<file path="config.mk">
export PLATFORM = sky130hd
export DESIGN_NAME = uart_int_ctrl
export DESIGN_NICKNAME = d
export VERILOG_FILES = /design/src/rtl/uart_int_ctrl.sv
export SDC_FILE = /design/constraint.sdc
export NUM_CORES = 1
export LEC_CHECK = 0
export CAP_MARGIN = 20
export CORE_UTILIZATION = 60
export CTS_CLUSTER_DIAMETER = 60
export DETAILED_ROUTE_END_ITERATION = 8
export DONT_BUFFER_PORTS = 1
export PLACE_DENSITY = 0.76
export SYNTH_ARGS = -nofsm -noshare
export SYNTH_HDL_FRONTEND = slang
export SYNTH_SLANG_ARGS = --single-unit
</file>
<file path="constraint.sdc">
create_clock -name clk -period 5.9 [get_ports clk]
set_clock_uncertainty 0.15 [all_clocks]
set_input_delay 0.59 -clock clk [delete_from_list [all_inputs] [get_ports clk]]
set_output_delay 0.59 -clock clk [all_outputs]
set_load 0.1 [all_outputs]
</file>
<file path="src/rtl/uart_int_ctrl.sv">
// uart_int_ctrl
// 16550-style interrupt identification logic for the UART core.
// Prioritises the five interrupt sources (RLS > RDA > CTI > THRE > MS),
// registers the IIR value and the interrupt line, and owns the RX
// character-timeout counter and the THRE interrupt flag.
`timescale 1ns/1ps

module uart_int_ctrl #(
   parameter int OSR           = 16,  // baud_pulse ticks per serial bit
   parameter int TIMEOUT_CHARS = 4,   // idle character times before char-timeout
   parameter int CNT_W         = 12   // must hold TIMEOUT_CHARS*OSR*12
) (
   input  logic       clk,
   input  logic       rst,
   input  logic       baud_pulse_i,
   input  logic [3:0] ier_i,          // {edssi, elsi, etbei, erbfi}
   input  logic       fifo_en_i,
   input  logic [1:0] wls_i,
   input  logic       pen_i,
   input  logic       stb_i,
   input  logic       lsr_err_i,
   input  logic [4:0] rx_count_i,
   input  logic [4:0] rx_trig_i,
   input  logic       rx_push_i,
   input  logic       rx_pop_i,
   input  logic       tx_empty_i,
   input  logic       thr_wr_i,
   input  logic       iir_rd_i,
   input  logic       msr_delta_i,
   output logic [7:0] iir_o,
   output logic       intr_o,
   output logic       timeout_o
);

   // ------------------------------------------------------------------
   // Constants
   // ------------------------------------------------------------------
   // Ticks in one bit-time multiplied by the number of idle characters;
   // the per-character bit count is applied at run time from LCR.
   localparam int CHAR_TICKS = TIMEOUT_CHARS * OSR;

   // IIR low nibble {id[2:0], n_pend} for each source.
   localparam logic [3:0] ID_RLS  = 4'b0110;
   localparam logic [3:0] ID_RDA  = 4'b0100;
   localparam logic [3:0] ID_CTI  = 4'b1100;
   localparam logic [3:0] ID_THRE = 4'b0010;
   localparam logic [3:0] ID_MS   = 4'b0000;
   localparam logic [3:0] ID_NONE = 4'b0001;

   localparam logic [7:0] IIR_RESET = 8'h01;

   // ------------------------------------------------------------------
   // Helper functions
   // ------------------------------------------------------------------

   // Serial frame length in bits: start + data(5..8) + parity + stop(1..2).
   function automatic logic [3:0] f_char_bits(
      input logic [1:0] wls,
      input logic       pen,
      input logic       stb
   );
      logic [3:0] data_bits;
      case (wls)
         2'd0:    data_bits = 4'd5;
         2'd1:    data_bits = 4'd6;
         2'd2:    data_bits = 4'd7;
         2'd3:    data_bits = 4'd8;
         default: data_bits = 4'd8;
      endcase
      return 4'd1 + data_bits + {3'b000, pen} + {3'b000, stb} + 4'd1;
   endfunction

   // Fixed-priority arbiter returning the IIR low nibble.
   function automatic logic [3:0] f_prio(
      input logic rls,
      input logic rda,
      input logic cti,
      input logic thre,
      input logic ms
   );
      logic [3:0] id;
      if (rls) begin
         id = ID_RLS;
      end else if (rda) begin
         id = ID_RDA;
      end else if (cti) begin
         id = ID_CTI;
      end else if (thre) begin
         id = ID_THRE;
      end else if (ms) begin
         id = ID_MS;
      end else begin
         id = ID_NONE;
      end
      return id;
   endfunction

   // ------------------------------------------------------------------
   // Declarations
   // ------------------------------------------------------------------
   logic [CNT_W-1:0] r_cnt;
   logic             r_timeout;
   logic             r_thre;
   logic             r_thre_src;
   logic [7:0]       r_iir;
   logic             r_intr;

   logic [3:0]       w_char_bits;
   logic [CNT_W-1:0] w_limit;
   logic             w_rx_empty;
   logic             w_rx_clr;
   logic             w_cnt_at_limit;
   logic [CNT_W-1:0] w_cnt_nxt;
   logic             w_timeout_nxt;

   logic             w_thre_src;
   logic             w_thre_set;
   logic             w_thre_clr;
   logic             w_thre_nxt;

   logic             w_src_rls;
   logic             w_rda_lvl;
   logic             w_src_rda;
   logic             w_src_cti;
   logic             w_src_thre;
   logic             w_src_ms;
   logic [3:0]       w_id;
   logic [7:0]       w_iir_nxt;

   // ------------------------------------------------------------------
   // Character-timeout counter and flag
   // ------------------------------------------------------------------
   assign w_char_bits    = f_char_bits(wls_i, pen_i, stb_i);
   assign w_limit        = CNT_W'(CHAR_TICKS) * {{(CNT_W-4){1'b0}}, w_char_bits};
   assign w_rx_empty     = (rx_count_i == 5'd0);
   // Any FIFO activity, or an empty FIFO, restarts the idle measurement.
   assign w_rx_clr       = w_rx_empty | rx_push_i | rx_pop_i;
   // ">=" keeps the flag raised if LCR shrinks the limit below a held count.
   assign w_cnt_at_limit = (r_cnt >= w_limit);

   // Next counter value: clear on FIFO activity, else count baud ticks up to the limit.
   always_comb begin
      w_cnt_nxt = r_cnt;
      if (w_rx_clr) begin
         w_cnt_nxt = {CNT_W{1'b0}};
      end else if (baud_pulse_i && !w_cnt_at_limit) begin
         w_cnt_nxt = r_cnt + CNT_W'(1);
      end else begin
         w_cnt_nxt = r_cnt;
      end
   end

   // Next timeout flag: set the cycle after the counter sits at the limit; clear wins.
   always_comb begin
      w_timeout_nxt = r_timeout;
      if (w_rx_clr) begin
         w_timeout_nxt = 1'b0;
      end else if (w_cnt_at_limit) begin
         w_timeout_nxt = 1'b1;
      end else begin
         w_timeout_nxt = r_timeout;
      end
   end

   // Timeout counter and flag registers.
   always_ff @(posedge clk or posedge rst) begin
      if (rst) begin
         r_cnt     <= {CNT_W{1'b0}};
         r_timeout <= 1'b0;
      end else begin
         r_cnt     <= w_cnt_nxt;
         r_timeout <= w_timeout_nxt;
      end
   end

   // ------------------------------------------------------------------
   // THRE interrupt flag
   // ------------------------------------------------------------------
   // The flag is raised by a rising edge of (tx_empty & etbei), so enabling
   // etbei while the THR is already empty also produces an interrupt.
   assign w_thre_src = tx_empty_i & ier_i[1];
   assign w_thre_set = w_thre_src & ~r_thre_src;
   // Reading the IIR only acknowledges THRE when THRE is what the IIR showed.
   assign w_thre_clr = thr_wr_i | (iir_rd_i & (r_iir[3:0] == ID_THRE));

   // Next THRE flag: clear beats a simultaneous set; masking etbei leaves it alone.
   always_comb begin
      w_thre_nxt = r_thre;
      if (w_thre_clr) begin
         w_thre_nxt = 1'b0;
      end else if (w_thre_set) begin
         w_thre_nxt = 1'b1;
      end else begin
         w_thre_nxt = r_thre;
      end
   end

   // THRE flag and the edge-detect history of its source.
   always_ff @(posedge clk or posedge rst) begin
      if (rst) begin
         r_thre     <= 1'b0;
         r_thre_src <= 1'b0;
      end else begin
         r_thre     <= w_thre_nxt;
         r_thre_src <= w_thre_src;
      end
   end

   // ------------------------------------------------------------------
   // Source qualification and priority
   // ------------------------------------------------------------------
   assign w_src_rls  = ier_i[2] & lsr_err_i;
   assign w_rda_lvl  = fifo_en_i ? (rx_count_i >= rx_trig_i) : ~w_rx_empty;
   assign w_src_rda  = ier_i[0] & w_rda_lvl;
   // The internal flags feed the arbiter from their next-state values so the
   // IIR and the flags change on the same edge; an IIR read therefore never
   // sees a THRE indication that has already been acknowledged.
   assign w_src_cti  = ier_i[0] & fifo_en_i & w_timeout_nxt;
   assign w_src_thre = ier_i[1] & w_thre_nxt;
   assign w_src_ms   = ier_i[3] & msr_delta_i;

   assign w_id      = f_prio(w_src_rls, w_src_rda, w_src_cti, w_src_thre, w_src_ms);
   assign w_iir_nxt = {fifo_en_i, fifo_en_i, 2'b00, w_id};

   // Registered IIR value and interrupt request line.
   always_ff @(posedge clk or posedge rst) begin
      if (rst) begin
         r_iir  <= IIR_RESET;
         r_intr <= 1'b0;
      end else begin
         r_iir  <= w_iir_nxt;
         r_intr <= ~w_id[0];
      end
   end

   // ------------------------------------------------------------------
   // Outputs
   // ------------------------------------------------------------------
   assign iir_o     = r_iir;
   assign intr_o    = r_intr;
   assign timeout_o = r_timeout;

endmodule
</file>
* Word level (Yosys, flattened, before mapping)
Index checks and enable logic that the tools add are counted.
** Operators by class
- Order comparisons :: 2
- Multipliers :: 0
- Reduce and logical (&&, ||, !) cells :: 5
- Bitwise gates (word level) :: 15
- Equal/unequal tests :: 4
- Div/mod/pow operators :: 0
- Mux-type cells :: 13
- $add $sub $neg :: 5
- Shift operators :: 0
** Operators by type and width (number)
- $mux W12 :: 2
- $pmux W4 S4 :: 1
- $add A12 B1 Y12 const B :: 1
- $ge A12 B10 Y1 :: 1
- $mux W4 :: 3
- $and A1 B1 Y1 :: 9
- $add A4 B1 Y4 :: 2
- $mux W1 :: 6
- $ge A5 B5 Y1 :: 1
- $logic_not A5 Y1 :: 1
- $add A1 B4 Y4 const A :: 1
- $add A4 B1 Y4 const B :: 1
- $eq A2 B2 Y1 const B :: 2
- $eq A4 B2 Y1 const B :: 1
- $not A1 Y1 :: 3
- $or A1 B1 Y1 :: 3
- $eq A2 B1 Y1 const B :: 1
- $logic_not A2 Y1 :: 1
- $mux W2 :: 1
- $reduce_bool A2 Y1 :: 1
- $logic_and A1 B1 Y1 :: 1
- $logic_not A1 Y1 :: 1
** Storage, ports and cells
- Memories kept :: 0
- Output and inout bits :: 10
- Memory bits (read-only) :: 0
- Word-level logic and storage cells :: 50
- Memory bits (writable) :: 0
- Latch bits :: 0
- Register bits :: 21
- Input bits :: 29

* Longest topological paths before layout
Gate-level depths: netlist of the first run.
- Depth in word-level cells :: 14
- Gate-level depth with buffers :: 12
- Depth with buffers taken out :: 12

* Worst setup path before layout of the first run
No wires, ideal clock.
- Path kind :: input to register
- Start point :: input wls_i[0]
- End point :: register r_intr (netlist: intr_o)
- Setup time :: 0.124 ns
- Arrival :: 3.045 ns
- Path buffers :: 1
- Slack :: 2.581 ns
- Data required time :: 5.626 ns
- Stages on the path :: 12
- Cell sequence :: inv_1 > ha_1 > nor2_1 > fa_1 > ha_1 > ha_1 > and4b_1 > a221o_1 > buf_6 > o211ai_2 > o211ai_1 > a211o_1
** Between the ends
- Cells in the longest elaborated chain, start to end :: 14
- Elaborated cells on any way between the ends :: 17
- Those cells by class :: 4 x add/sub; 1 x order compare; 3 x eq/ne; 6 x mux; 2 x bitwise; 1 x reduce/logical
** Ends and longest elaborated chain
- start, declared :: RTL line 18 : input logic [1:0] wls_i,
- $eq A2 B2 Y1 (tied with other cells) :: RTL line 63 : case (wls)
- $pmux W4 S4 (*) :: RTL line 63
- $add A1 B4 Y4 (*) :: RTL line 70 : return 4'd1 + data_bits + {3'b000, pen} + {3'b000, stb} + 4'd1;
- $add A4 B1 Y4 (*) (3 in series) :: RTL line 70
- $ge A12 B10 Y1 (*) :: RTL line 139 : assign w_cnt_at_limit = (r_cnt >= w_limit);
- $mux W1 (*) :: RTL line 158 : end else if (w_cnt_at_limit) begin
- $mux W1 (*) :: RTL line 156 : if (w_rx_clr) begin
- $and A1 B1 Y1 (*) :: RTL line 218 : assign w_src_cti = ier_i[0] & fifo_en_i & w_timeout_nxt;
- $mux W4 (*) :: RTL line 86 : end else if (cti) begin
- $mux W4 (*) :: RTL line 84 : end else if (rda) begin
- $mux W4 (*) :: RTL line 82 : if (rls) begin
- $not A1 Y1 (*) :: RTL line 232 : r_intr <= ~w_id[0];
- end signal, assigned :: RTL line 232
- end, declared :: RTL line 106 : logic r_intr;
Mark *: on every way between the ends. The rest lies on a longest branch, timed or not.
A chain may end at the register's enable or synchronous reset.

* Worst setup path after layout of the first run
Same ends and word-level chain as after synthesis.

==> results of run 1 <==
==> critical path, stage by stage <==
cell	delay [ns]
inv_1	0.06
ha_1	0.20
nor2_1	0.07
fa_1	0.40
ha_1	0.31
ha_1	0.29
and4b_1	0.21
a221o_1	0.48
o211ai_2	0.28
o211ai_1	0.17
a211o_1	0.29
==> kinds of logic (layout without fill, tap and decap cells) <==
family                   count (synthesis)  in the layout  synth area share (%)
XOR/XNOR                                10             10                  6.16
AO/OA/AOI/OAI                           28             28                  17.0
AND/OR/NAND/NOR                         48             48                  16.8
adder cells (fa/ha/maj)                 16             16                  14.6
buffers and inverters                   23             22                  7.39
multiplexers                             1              1                 0.704
other                                    1              2                 0.264
flip-flops                              21             21                  37.1
==> Yosys cell counts (2+ instances only) <==
cell type and n:
a211oi_1 3, a21oi_1 5, inv_1 17, nand3_1 7, nand2_1 11, dfrtp_1 20
ha_1 15, nor4_1 2, xnor2_1 10, nor2_1 15, nor2b_1 2, and2_1 2
buf_4 3, a2111oi_2 4, a21o_1 2, o211ai_1 2, nor3_1 2
==> metrics by stage <==
step / util, % / instance area (um^2) / cells / setup slack [ns] / total power [mW]
6_report: 65.6 / 1450 / 176 / 2.61 / 0.314
5_1_grt: 65.6 / 1450 / 176 / 2.48 / 0.333
4_1_cts: 65.6 / 1450 / 176 / 2.61 / 0.318
3_5_place_dp: 64.4 / 1420 / 172 / 2.28 / 0.249
3_3_place_gp: 64.4 / 1420 / 172 / 2.42 / 0.246
2_1_floorplan: - / 1430 / 149 / 2.58 / 0.243
==> per-layer routing <==
layer	global-route usage, %	vias up	wire [um]	part of all wire [%]
met2	40.9	30	1370	52
li1	-	510	-	-
met1	29.0	497	1110	42
met4	7.87	0	24	0.92
met5	0	-	0	0
met3	4.85	4	118	4.5
==> cell type report <==
class / count / area, um^2 / area share (%)
clock inverters: 1 / 5.00 / 0.345
clock buffers: 3 / 22.5 / 1.55
inverters: 18 / 67.6 / 4.66
multi-input cells: 105 / 793 / 54.7
flip-flops and latches: 21 / 528 / 36.4
well taps: 28 / 35.0 / 2.41
==> flip-flops by register name, indices dropped and copies added, names as in the netlist <==
register,cells
r_thre_src,1
iir_o,5
intr_o,1
r_thre,1
timeout_o,1
r_cnt,12
==> worst paths after layout <==
path | from | to | slack [ns] | depth (start not counted)
worst max-delay path | wls_i[0] | intr_o | 2.61 | 11
worst min-delay path | fifo_en_i | iir_o[6] | 0.15 | 0
worst max register to register | r_cnt[7] | intr_o | 3.48 | 6
worst min register to register | r_thre | r_thre | 0.37 | 1
max in group asynchronous | rst | iir_o[6] | 4.91 | 1
min in group asynchronous | rst | r_cnt[9] | 0.16 | 1
==> where the power goes <==
part | switching, mW | internal [mW]
Combinational | 0.0428 | 0.0211
Sequential | 0.0332 | 0.149
Clock | 0.0430 | 0.0253
==> placed cells by master, fill, tap and decap left out, drive strengths merged, types with 2 or more instances in the layout <==
cell type and instances:
dfrtp 20, inv 18, nor2 15, ha 15, nand2 11, xnor2 10, nand3 7, a21oi 5
a2111oi 4, a211oi 4, clkbuf 3, nor3 3, o211ai 3, nor4 2, a21o 2, and2 2
nor2b 2, conb 2, o21ai 2
==> out/qor.json, run 1 <==
{
  "worst_setup_path": {
    "worst_setup_path_start_kind": "primary input",
    "required_ns": 5.95,
    "end_kind": "register",
    "timing_worst_setup_path_type": "primary input to register",
    "cp_data_arrival_time_ns": 3.34,
    "path_max_fanout": 10
  },
  "sta": {
    "finalSetupViolations": 0,
    "tightest_slew_ns": 0.931,
    "finalCriticalPeriod_ns": 3.29,
    "final.hold.worst_slack_ns": 0.150,
    "max_freq_ghz": 0.304,
    "number_of_failing_hold_endpoints_at_the_final_stage": 0,
    "number_of_pins_exceeding_their_max_slew_limit_in_the_final_report": 0,
    "relSlewSlack_pct": 37.9,
    "totalNegativeSetupSlack_ns": 0,
    "ratio_of_final_minimum_period_to_clock_period_pct": 55.7,
    "rsz0062_at_grt": "false"
  },
  "cells_and_area": {
    "synthToLayoutAreaGrowth_pct": 2.11,
    "fraction_of_layout_cells_with_a_size_suffix_above_1_pct": 9.46,
    "n_fill_cell": 193,
    "num-nets-final": 194,
    "inserted_diodes": 0
  },
  "global_route": {
    "grt_pass1_wl_um": 4460,
    "largest_net_degree_at_the_start_of_global_routing": 22,
    "grt_pass1_vias": 1037,
    "global_route.overflow_total": 0,
    "grt_antenna_before_repair": 0,
    "total_track_usage_pct": 23.6
  },
  "die": {
    "die_w_um": 50.7,
    "initial_core_util_pct": 64.3,
    "placeable_core_region_um2": 2210,
    "chipHeight_um": 50.7,
    "floorplan.rows": 17,
    "ios": 39,
    "die_area_um2": 2570
  },
  "detailed_routing": {
    "route.detailed.drc": 0,
    "drt_first_iter_violations": 18,
    "drt-pass1-iter-count": 6,
    "antenna_violating_nets_post_route": 0,
    "route.final.wire_length_um": 2620,
    "post_drt_via_cell_ratio": 5.91,
    "wire_per_inst_um": 14.9,
    "detailroute.via_count": 1041
  },
  "synth": {
    "ys_async_sr_fraction_pct": 100,
    "seq_area_frac_synth_pct": 37.1,
    "synth_top_cell_by_area": "dfrtp_1",
    "post_synth_inst_count": 148,
    "synth_enable_flop_cells": 0,
    "synth_area_per_cell_um2": 9.60,
    "postSynthRegisterBits": 21,
    "synth.cell_area_um2": 1420,
    "synth_top_cell_area_share_pct": 35.2,
    "yosys_warnings": 0,
    "postSynth.topFlopCell": "dfrtp_1",
    "yosys-top-cells-area": "dfrtp_1, ha_1, xnor2_1",
    "synth_cell_types": 43
  },
  "clock_network": {
    "clk_root_buffer_cell": "clkbuf_4",
    "cts_made_buffers": 3,
    "clock_latency_ns": 0.30,
    "tritoncts_clock_tree": "built",
    "clkTransAtPathRegs_ns": 0.11,
    "clock_tree.buffer_depth": 2,
    "cts_sinks": 21,
    "post_cts_resize_count": 0,
    "cts_hold_buffers": 0,
    "cts_htree_levels": 1,
    "post-cts-setup-buffers": 0
  },
  "placed_design": {
    "io_buffers": 0,
    "gpl.final_weighted_congestion": 0.790,
    "dp.final_hpwl_um": 2180
  },
  "pwr": {
    "power.leakage_nw": 0.661,
    "power.density_nw_per_um2": 217,
    "worst_supply_voltage_drop_on_vdd_mv": 0.144
  },
  "hold_path": {
    "hp-class": "primary input to register"
  },
  "flow_run": {
    "cap_violations": 0
  },
  "outcome": {
    "status": "finished, final reports clean"
  }
}
No activity file was read; power rests on OpenSTA's default activity.
==> run 2, diff against run 1 <==
Settings changed: CORE_UTILIZATION 60 to 56, PLACE_DENSITY 0.76 to 0.74.
Clock period 5.9 ns to 3 ns, I/O delays scaled along.
==> run 2 against run 1 <==
Sequential power up 89%. Routed wire length up 6.4%. Die area up 6.9%. Sequential share of layout area down 3.6 points. Critical path type unchanged. Largest power group unchanged. Highest routed layer unchanged.
==> out/qor.json, run 2 (synthesis results as in run 1) <==
{
  "pwr": {
    "p_switching": {"value": 242, "unit": "uW", "change": "+100%"},
    "power.density": {"value": 399, "unit": "nW/um^2", "change": "+84%"},
    "power.switching_fraction": {"value": 37.7, "unit": "%", "change": "-0.16 points"},
    "worst_supply_voltage_drop_on_vdd": {"value": 0.285, "unit": "mV", "change": "+98%"},
    "clkPwrFrac": {"value": 21.4, "unit": "%", "change": "-0.3 points"},
    "share_seq_of_total_power": {"value": 53.4, "unit": "%", "change": "-4.6 points"},
    "p_comb_share": {"value": 25.1, "unit": "%", "change": "+4.8 points"},
    "power_report.internal_total": {"value": 401, "unit": "uW", "change": "+110%"},
    "power.leakage": {"value": 0.743, "unit": "nW", "change": "+12%"}
  },
  "clock_network": {
    "clock_tree.buffer_depth": {"value": 2, "change": "unchanged"},
    "clkTransAtPathRegs": {"value": 0.12, "unit": "ns", "change": "about the same"},
    "cts_sinks": {"value": 21, "change": "unchanged"},
    "cts_htree_levels": {"value": 1, "change": "unchanged"},
    "clock_latency": {"value": 0.31, "unit": "ns", "change": "about the same"},
    "clk_root_buffer_cell": "clkbuf_4",
    "tritoncts_clock_tree": "built",
    "post_cts_resize_count": {"value": 0, "change": "unchanged"},
    "cts_made_buffers": {"value": 3, "change": "unchanged"}
  },
  "detailed_routing": {
    "antenna_violating_nets_post_route": {"value": 0, "change": "unchanged"},
    "route.detailed.drc": {"value": 0, "change": "unchanged"},
    "post_drt_via_cell_ratio": {"value": 5.73, "change": "-3.2%"},
    "wire_per_inst": {"value": 14.4, "unit": "um", "change": "-3.5%"},
    "route.final.wire_length": {"value": 2790, "unit": "um", "change": "+6.4%"},
    "detailroute.via_count": {"value": 1111, "change": "+6.7%"},
    "drt_first_iter_violations": {"value": 20, "change": "+2"},
    "drt-pass1-iter-count": {"value": 4, "change": "-2"}
  },
  "sta": {
    "finalCriticalPeriod_ns": 2.88,
    "max_freq_ghz": 0.347,
    "relSlewSlack": {"value": 37.8, "unit": "%", "change": "-0.12 points"},
    "finalSetupViolations": {"value": 0, "change": "unchanged"},
    "rsz0062_at_grt": "false",
    "number_of_pins_exceeding_their_max_slew_limit_in_the_final_report": {"value": 0, "change": "unchanged"},
    "number_of_failing_hold_endpoints_at_the_final_stage": {"value": 0, "change": "unchanged"},
    "totalNegativeSetupSlack": {"value": 0, "unit": "ns", "change": "unchanged"},
    "tightest_slew": {"value": 0.936, "unit": "ns", "change": "+0.00445 ns"},
    "ratio_of_final_minimum_period_to_clock_period_pct": 96.0
  },
  "worst_setup_path": {
    "cp_slowest_cell": "a221o_1",
    "minimum_setup_slack_among_reg_to_reg_paths": {"value": 0.57, "unit": "ns", "change": "-2.91 ns"},
    "setup_crit_start": "wls_i[0]",
    "critical_path.reg2reg.endpoint": "r_cnt[9]",
    "worstReg2RegStart": "r_cnt[6]",
    "end_kind": "register",
    "timing_worst_setup_path_type": "primary input to register",
    "required": {"value": 3.04, "unit": "ns", "change": "-2.91 ns"},
    "worst_setup_path_start_kind": "primary input",
    "cp_slowest_stage_delay": {"value": 0.47, "unit": "ns", "change": "about the same"},
    "path_max_fanout": {"value": 10, "change": "unchanged"},
    "cp_cell_sequence": "inv_1 -> ha_2 -> nor2_1 -> fa_1 -> ha_1 -> ha_1 -> and4b_1 -> a221o_1 -> a2111oi_2 -> xnor2_1 -> nor2_1",
    "timing.critical_path.to": "r_cnt[9]",
    "worstRegToRegCells": {"value": 7, "change": "+1"},
    "cp_data_arrival_time": {"value": 2.92, "unit": "ns", "change": "-0.42 ns"}
  },
  "cells_and_area": {
    "num-nets-final": {"value": 212, "change": "+9.3%"},
    "post-route-util": {"value": 70.2, "unit": "%", "change": "+4.5 points"},
    "fraction_of_layout_cells_with_a_size_suffix_above_1": {"value": 14.5, "unit": "%", "change": "+5.0 points"},
    "leading_cell_type_in_the_layout_fill_and_taps_excluded": "dfrtp_1",
    "synthToLayoutAreaGrowth_pct": 13.4,
    "layoutNonFillerInstCount": {"value": 194, "change": "+10%"},
    "inserted_diodes": {"value": 0, "change": "unchanged"},
    "top_register": "r_cnt",
    "n_fill_cell": {"value": 170, "change": "-12%"},
    "commonest_non_fill_non_tap_cells_in_the_layout": "dfrtp_1, inv_1, nor2_1, ha_1, nand2_1",
    "largest_register_ff_count": {"value": 12, "change": "unchanged"}
  },
  "placed_design": {
    "gpl.final_weighted_congestion": {"value": 0.832, "change": "+5.2%"},
    "dp.final_hpwl": {"value": 2190, "unit": "um", "change": "+0.73%"},
    "io_buffers": {"value": 0, "change": "unchanged"},
    "placed_cells": {"value": 181, "change": "+5.2%"}
  },
  "global_route": {
    "grt_pass1_wl": {"value": 4720, "unit": "um", "change": "+5.7%"},
    "grt_antenna_before_repair": {"value": 0, "change": "unchanged"},
    "total_track_usage": {"value": 24.2, "unit": "%", "change": "+0.57 points"},
    "largest_net_degree_at_the_start_of_global_routing": {"value": 22, "change": "unchanged"},
    "grt_pass1_vias": {"value": 1140, "change": "+9.9%"},
    "global_route.overflow_total": {"value": 0, "change": "unchanged"}
  },
  "die": {
    "placeable_core_region": {"value": 2300, "unit": "um^2", "change": "+3.8%"},
    "die_w": {"value": 52.4, "unit": "um", "change": "+3.4%"},
    "ios": {"value": 39, "change": "unchanged"},
    "chipHeight": {"value": 52.4, "unit": "um", "change": "+3.4%"},
    "floorplan.rows": {"value": 17, "change": "unchanged"},
    "initial_core_util": {"value": 61.9, "unit": "%", "change": "-2.4 points"},
    "die_area": {"value": 2740, "unit": "um^2", "change": "+6.9%"}
  },
  "flow_run": {
    "cap_violations": {"value": 0, "change": "unchanged"}
  },
  "hold_path": {
    "hp-class": "primary input to register"
  },
  "outcome": {
    "status": "finished, final reports clean"
  }
}
==> run 2: changes by cell type in the layout (fill, tap and decap cells not counted) <==
cell	before	now
buf_4	0	9
dlygate4sd3_1	0	9
ha_1	15	14
ha_2	0	1
==> run 2: timing repair <==
action | 4_1_cts | 5_1_grt
buffers inserted | 0 | 0
endpoints found under the hold margin | 26 | 0
hold buffers | 9 | 0
==> run 2: area by class of cell <==
type	instances	area [um^2]	share of cell area (%)
Timing Repair Buffer	18	158	9.78
Clock inverter	1	5.00	0.311
Clock buffer	3	22.5	1.40
Sequential cell	21	528	32.8
Inverter	18	67.6	4.19
Tap cell	28	35.0	2.17
Multi-Input combinational cell	105	796	49.4
==> run 2: how the worst min path moves through the flow <==
stage               from       end  cells after the start
3_3_place_gp   fifo_en_i  iir_o[6]                      0
5_1_grt         iir_rd_i    r_thre                      2
3_5_place_dp   fifo_en_i  iir_o[6]                      0
6_report        iir_rd_i    r_thre                      2
2_1_floorplan        rst  iir_o[1]                      1
4_1_cts         iir_rd_i    r_thre                      2
==> run 2: layer usage <==
layer	global-route usage (%)	wire length [um]	up-vias
met3	4.64	125	6
met1	27.7	1190	533
li1	-	-	544
met5	0	0	-
met2	41.6	1400	28
met4	13.6	75	0
==> run 2: critical path: cells and delay by family <==
kind / cells / cell delay, ns
AND/OR/NAND/NOR: 3 / 0.30
XOR/XNOR: 1 / 0.17
buffers and inverters: 1 / 0.06
adder cells (fa/ha/maj): 4 / 1.15
AO/OA/AOI/OAI: 2 / 0.94
==> run 2: stage by stage <==
stage | hold slack (ns) | worst slack, ns | power (mW) | cell area (um^2)
after floorplan | 0.126 | -0.0150 | 0.478 | 1430
after global placement | 0.182 | -0.159 | 0.492 | 1490
after detailed placement | 0.182 | -0.199 | 0.500 | 1490
after CTS | 0.0198 | 0.135 | 0.648 | 1610
after global routing | 0.0215 | 0.00209 | 0.679 | 1610
final | 0.0260 | 0.121 | 0.643 | 1610
==> run 2: power groups by stage <==
stage	clock [mW]	combinational (mW)	sequential, mW
2_1_floorplan	0	0.121	0.357
3_3_place_gp	0	0.143	0.348
3_5_place_dp	0	0.151	0.349
4_1_cts	0.142	0.162	0.344
5_1_grt	0.157	0.177	0.345
6_report	0.138	0.162	0.344
==> run 3, diff against run 2 <==
Settings changed: HOLD_SLACK_MARGIN from default to 0.05.
==> run 3 against run 2 <==
Die area stayed put. First-iteration DRC count is 5.0% lower. Critical path depth stayed put. Utilization is 0.44 points higher. Largest power group unchanged. Worst hold slack better by 0.065 ns. Sequential cell count stayed put. Setup slack worse by 0.0069 ns.
==> out/qor.json, run 3 (synthesis results as in run 1) <==
{
  "global_route": {
    "largest_net_degree_at_the_start_of_global_routing": {"value": 22, "change": "unchanged"},
    "grt_antenna_before_repair": {"value": 0, "change": "unchanged"},
    "grt_pass1_vias": {"value": 1136, "change": "-0.35%"},
    "grt_pass1_wl": {"value": 4800, "unit": "um", "change": "+1.6%"},
    "total_track_usage": {"value": 24.6, "unit": "%", "change": "+0.49 points"},
    "global_route.overflow_total": {"value": 0, "change": "unchanged"}
  },
  "clock_network": {
    "cts_htree_levels": {"value": 1, "change": "unchanged"},
    "tritoncts_clock_tree": "built",
    "cts_sinks": {"value": 21, "change": "unchanged"},
    "clock_latency": {"value": 0.30, "unit": "ns", "change": "about the same"},
    "clk_root_buffer_cell": "clkbuf_4",
    "post-cts-setup-buffers": {"value": 0, "change": "unchanged"},
    "clkTransAtPathRegs": {"value": 0.11, "unit": "ns", "change": "about the same"},
    "post_cts_resize_count": {"value": 0, "change": "unchanged"},
    "clock_tree.buffer_depth": {"value": 2, "change": "unchanged"},
    "cts_hold_buffers": {"value": 10, "change": "+1"},
    "cts_made_buffers": {"value": 3, "change": "unchanged"}
  },
  "worst_setup_path": {
    "cp_data_arrival_time": {"value": 2.92, "unit": "ns", "change": "about the same"},
    "end_kind": "register",
    "path_max_fanout": {"value": 10, "change": "unchanged"},
    "timing_worst_setup_path_type": "primary input to register",
    "required": {"value": 3.04, "unit": "ns", "change": "about the same"},
    "worst_setup_path_start_kind": "primary input",
    "setup_crit_start": "wls_i[0]",
    "worstReg2RegStart": "r_cnt[6]"
  },
  "sta": {
    "ratio_of_final_minimum_period_to_clock_period": {"value": 96.2, "unit": "%", "change": "+0.23 points"},
    "fin_ws": {"value": 0.115, "unit": "ns", "change": "-0.00693 ns"},
    "number_of_pins_exceeding_their_max_slew_limit_in_the_final_report": {"value": 0, "change": "unchanged"},
    "totalNegativeSetupSlack": {"value": 0, "unit": "ns", "change": "unchanged"},
    "tightest_slew": {"value": 0.937, "unit": "ns", "change": "+0.00118 ns"},
    "final.hold.worst_slack": {"value": 0.0907, "unit": "ns", "change": "+0.0647 ns"},
    "finalSetupViolations": {"value": 0, "change": "unchanged"},
    "finalCriticalPeriod": {"value": 2.89, "unit": "ns", "change": "+0.00693 ns"},
    "max_freq": {"value": 0.347, "unit": "GHz", "change": "-0.24%"},
    "rsz0062_at_grt": "false",
    "relSlewSlack": {"value": 37.7, "unit": "%", "change": "-0.079 points"},
    "number_of_failing_hold_endpoints_at_the_final_stage": {"value": 0, "change": "unchanged"}
  },
  "cells_and_area": {
    "top_register": "r_cnt",
    "synthToLayoutAreaGrowth_pct": 14.1,
    "layoutNonFillerInstCount": {"value": 195, "change": "+0.52%"},
    "leading_cell_type_in_the_layout_fill_and_taps_excluded": "dfrtp_1",
    "finalInstanceArea": {"value": 1620, "unit": "um^2", "change": "+0.62%"},
    "n_fill_cell": {"value": 169, "change": "-0.59%"},
    "commonest_non_fill_non_tap_cells_in_the_layout": "dfrtp_1, inv_1, nor2_1, ha_1, nand2_1",
    "fraction_of_layout_cells_with_a_size_suffix_above_1": {"value": 14.4, "unit": "%", "change": "-0.087 points"},
    "multi_input_comb_area": {"value": 796, "unit": "um^2", "change": "unchanged"},
    "inserted_diodes": {"value": 0, "change": "unchanged"},
    "post-route-util": {"value": 70.6, "unit": "%", "change": "+0.44 points"},
    "largest_register_ff_count": {"value": 12, "change": "unchanged"},
    "num-nets-final": {"value": 213, "change": "+0.47%"},
    "regArea": {"value": 528, "unit": "um^2", "change": "unchanged"}
  },
  "placed_design": {
    "place_area": {"value": 1490, "unit": "um^2", "change": "unchanged"},
    "io_buffers": {"value": 0, "change": "unchanged"},
    "preCtsSetupSlack": {"value": -0.199, "unit": "ns", "change": "unchanged"},
    "gpl.final_weighted_congestion": {"value": 0.832, "change": "unchanged"},
    "dp.final_hpwl": {"value": 2190, "unit": "um", "change": "unchanged"},
    "placed_cells": {"value": 181, "change": "unchanged"}
  },
  "flow_run": {
    "cap_violations": {"value": 0, "change": "unchanged"}
  },
  "outcome": {
    "status": "finished, final reports clean"
  },
  "die": {
    "chipHeight": {"value": 52.4, "unit": "um", "change": "unchanged"},
    "die_area": {"value": 2740, "unit": "um^2", "change": "unchanged"},
    "initial_core_util": {"value": 61.9, "unit": "%", "change": "unchanged"},
    "die_w": {"value": 52.4, "unit": "um", "change": "unchanged"},
    "placeable_core_region": {"value": 2300, "unit": "um^2", "change": "unchanged"},
    "ios": {"value": 39, "change": "unchanged"},
    "floorplan.rows": {"value": 17, "change": "unchanged"}
  },
  "detailed_routing": {
    "detailroute.via_count": {"value": 1127, "change": "+1.4%"},
    "route.final.wire_length": {"value": 2830, "unit": "um", "change": "+1.6%"},
    "drt-pass1-iter-count": {"value": 4, "change": "unchanged"},
    "post_drt_via_cell_ratio": {"value": 5.78, "change": "+0.92%"},
    "drt_first_iter_violations": {"value": 19, "change": "-5.0%"},
    "wire_per_inst": {"value": 14.5, "unit": "um", "change": "+1.1%"},
    "met1Wirelength": {"value": 1210, "unit": "um", "change": "+1.6%"},
    "wl_met3": {"value": 122, "unit": "um", "change": "-2.4%"},
    "antenna_violating_nets_post_route": {"value": 0, "change": "unchanged"},
    "route.detailed.drc": {"value": 0, "change": "unchanged"},
    "routed.top_layer": "met4",
    "sum_of_met2_wire_segment_lengths_after_detailed_routing": {"value": 1430, "unit": "um", "change": "+2.4%"}
  },
  "pwr": {
    "power.leakage": {"value": 0.747, "unit": "nW", "change": "+0.58%"},
    "power.density": {"value": 396, "unit": "nW/um^2", "change": "-0.81%"},
    "total_power": {"value": 642, "unit": "uW", "change": "-0.19%"},
    "worst_supply_voltage_drop_on_vdd": {"value": 0.286, "unit": "mV", "change": "+0.25%"}
  },
  "hold_path": {
    "hp-class": "primary input to register",
    "hold_path.startpoint": "ier_i[1]"
  }
}
run 3: cell type report:
cell class / instances / share of cell area [%]
flip-flops and latches: 21 / 32.6
inverters: 18 / 4.17
well taps: 28 / 2.16
repair buffers: 19 / 10.3
clock buffers: 3 / 1.39
multi-input cells: 105 / 49.1
clock inverters: 1 / 0.309
run 3: worst max-delay path, stage by stage:
cell and delay, ns:
inv_1 0.06, ha_2 0.18, nor2_1 0.05, fa_1 0.38, ha_1 0.30, ha_1 0.28, and4b_1 0.20, a221o_1 0.47
a2111oi_2 0.47, xnor2_1 0.17, nor2_1 0.05
run 3: final timing paths:
check | to | slack (ns) | cells after the start
min | iir_o[0] | 0.09 | 2
max in group asynchronous | iir_o[6] | 1.75 | 2
max reg2reg | r_cnt[9] | 0.57 | 7
max | r_cnt[9] | 0.11 | 11
min in group asynchronous | iir_o[6] | 0.42 | 2
min reg2reg | r_thre | 0.37 | 1
run 3: power by group:
group | switching (mW) | internal [mW]
clock network | 0.0851 | 0.0497
logic | 0.105 | 0.0585
registers | 0.0499 | 0.294
run 3: layer usage:
layer	global-route usage, %	vias to the layer above
li1	-	547
met1	28.4	542
met2	42.4	32
met3	4.64	6
met4	13.6	0
met5	0	-
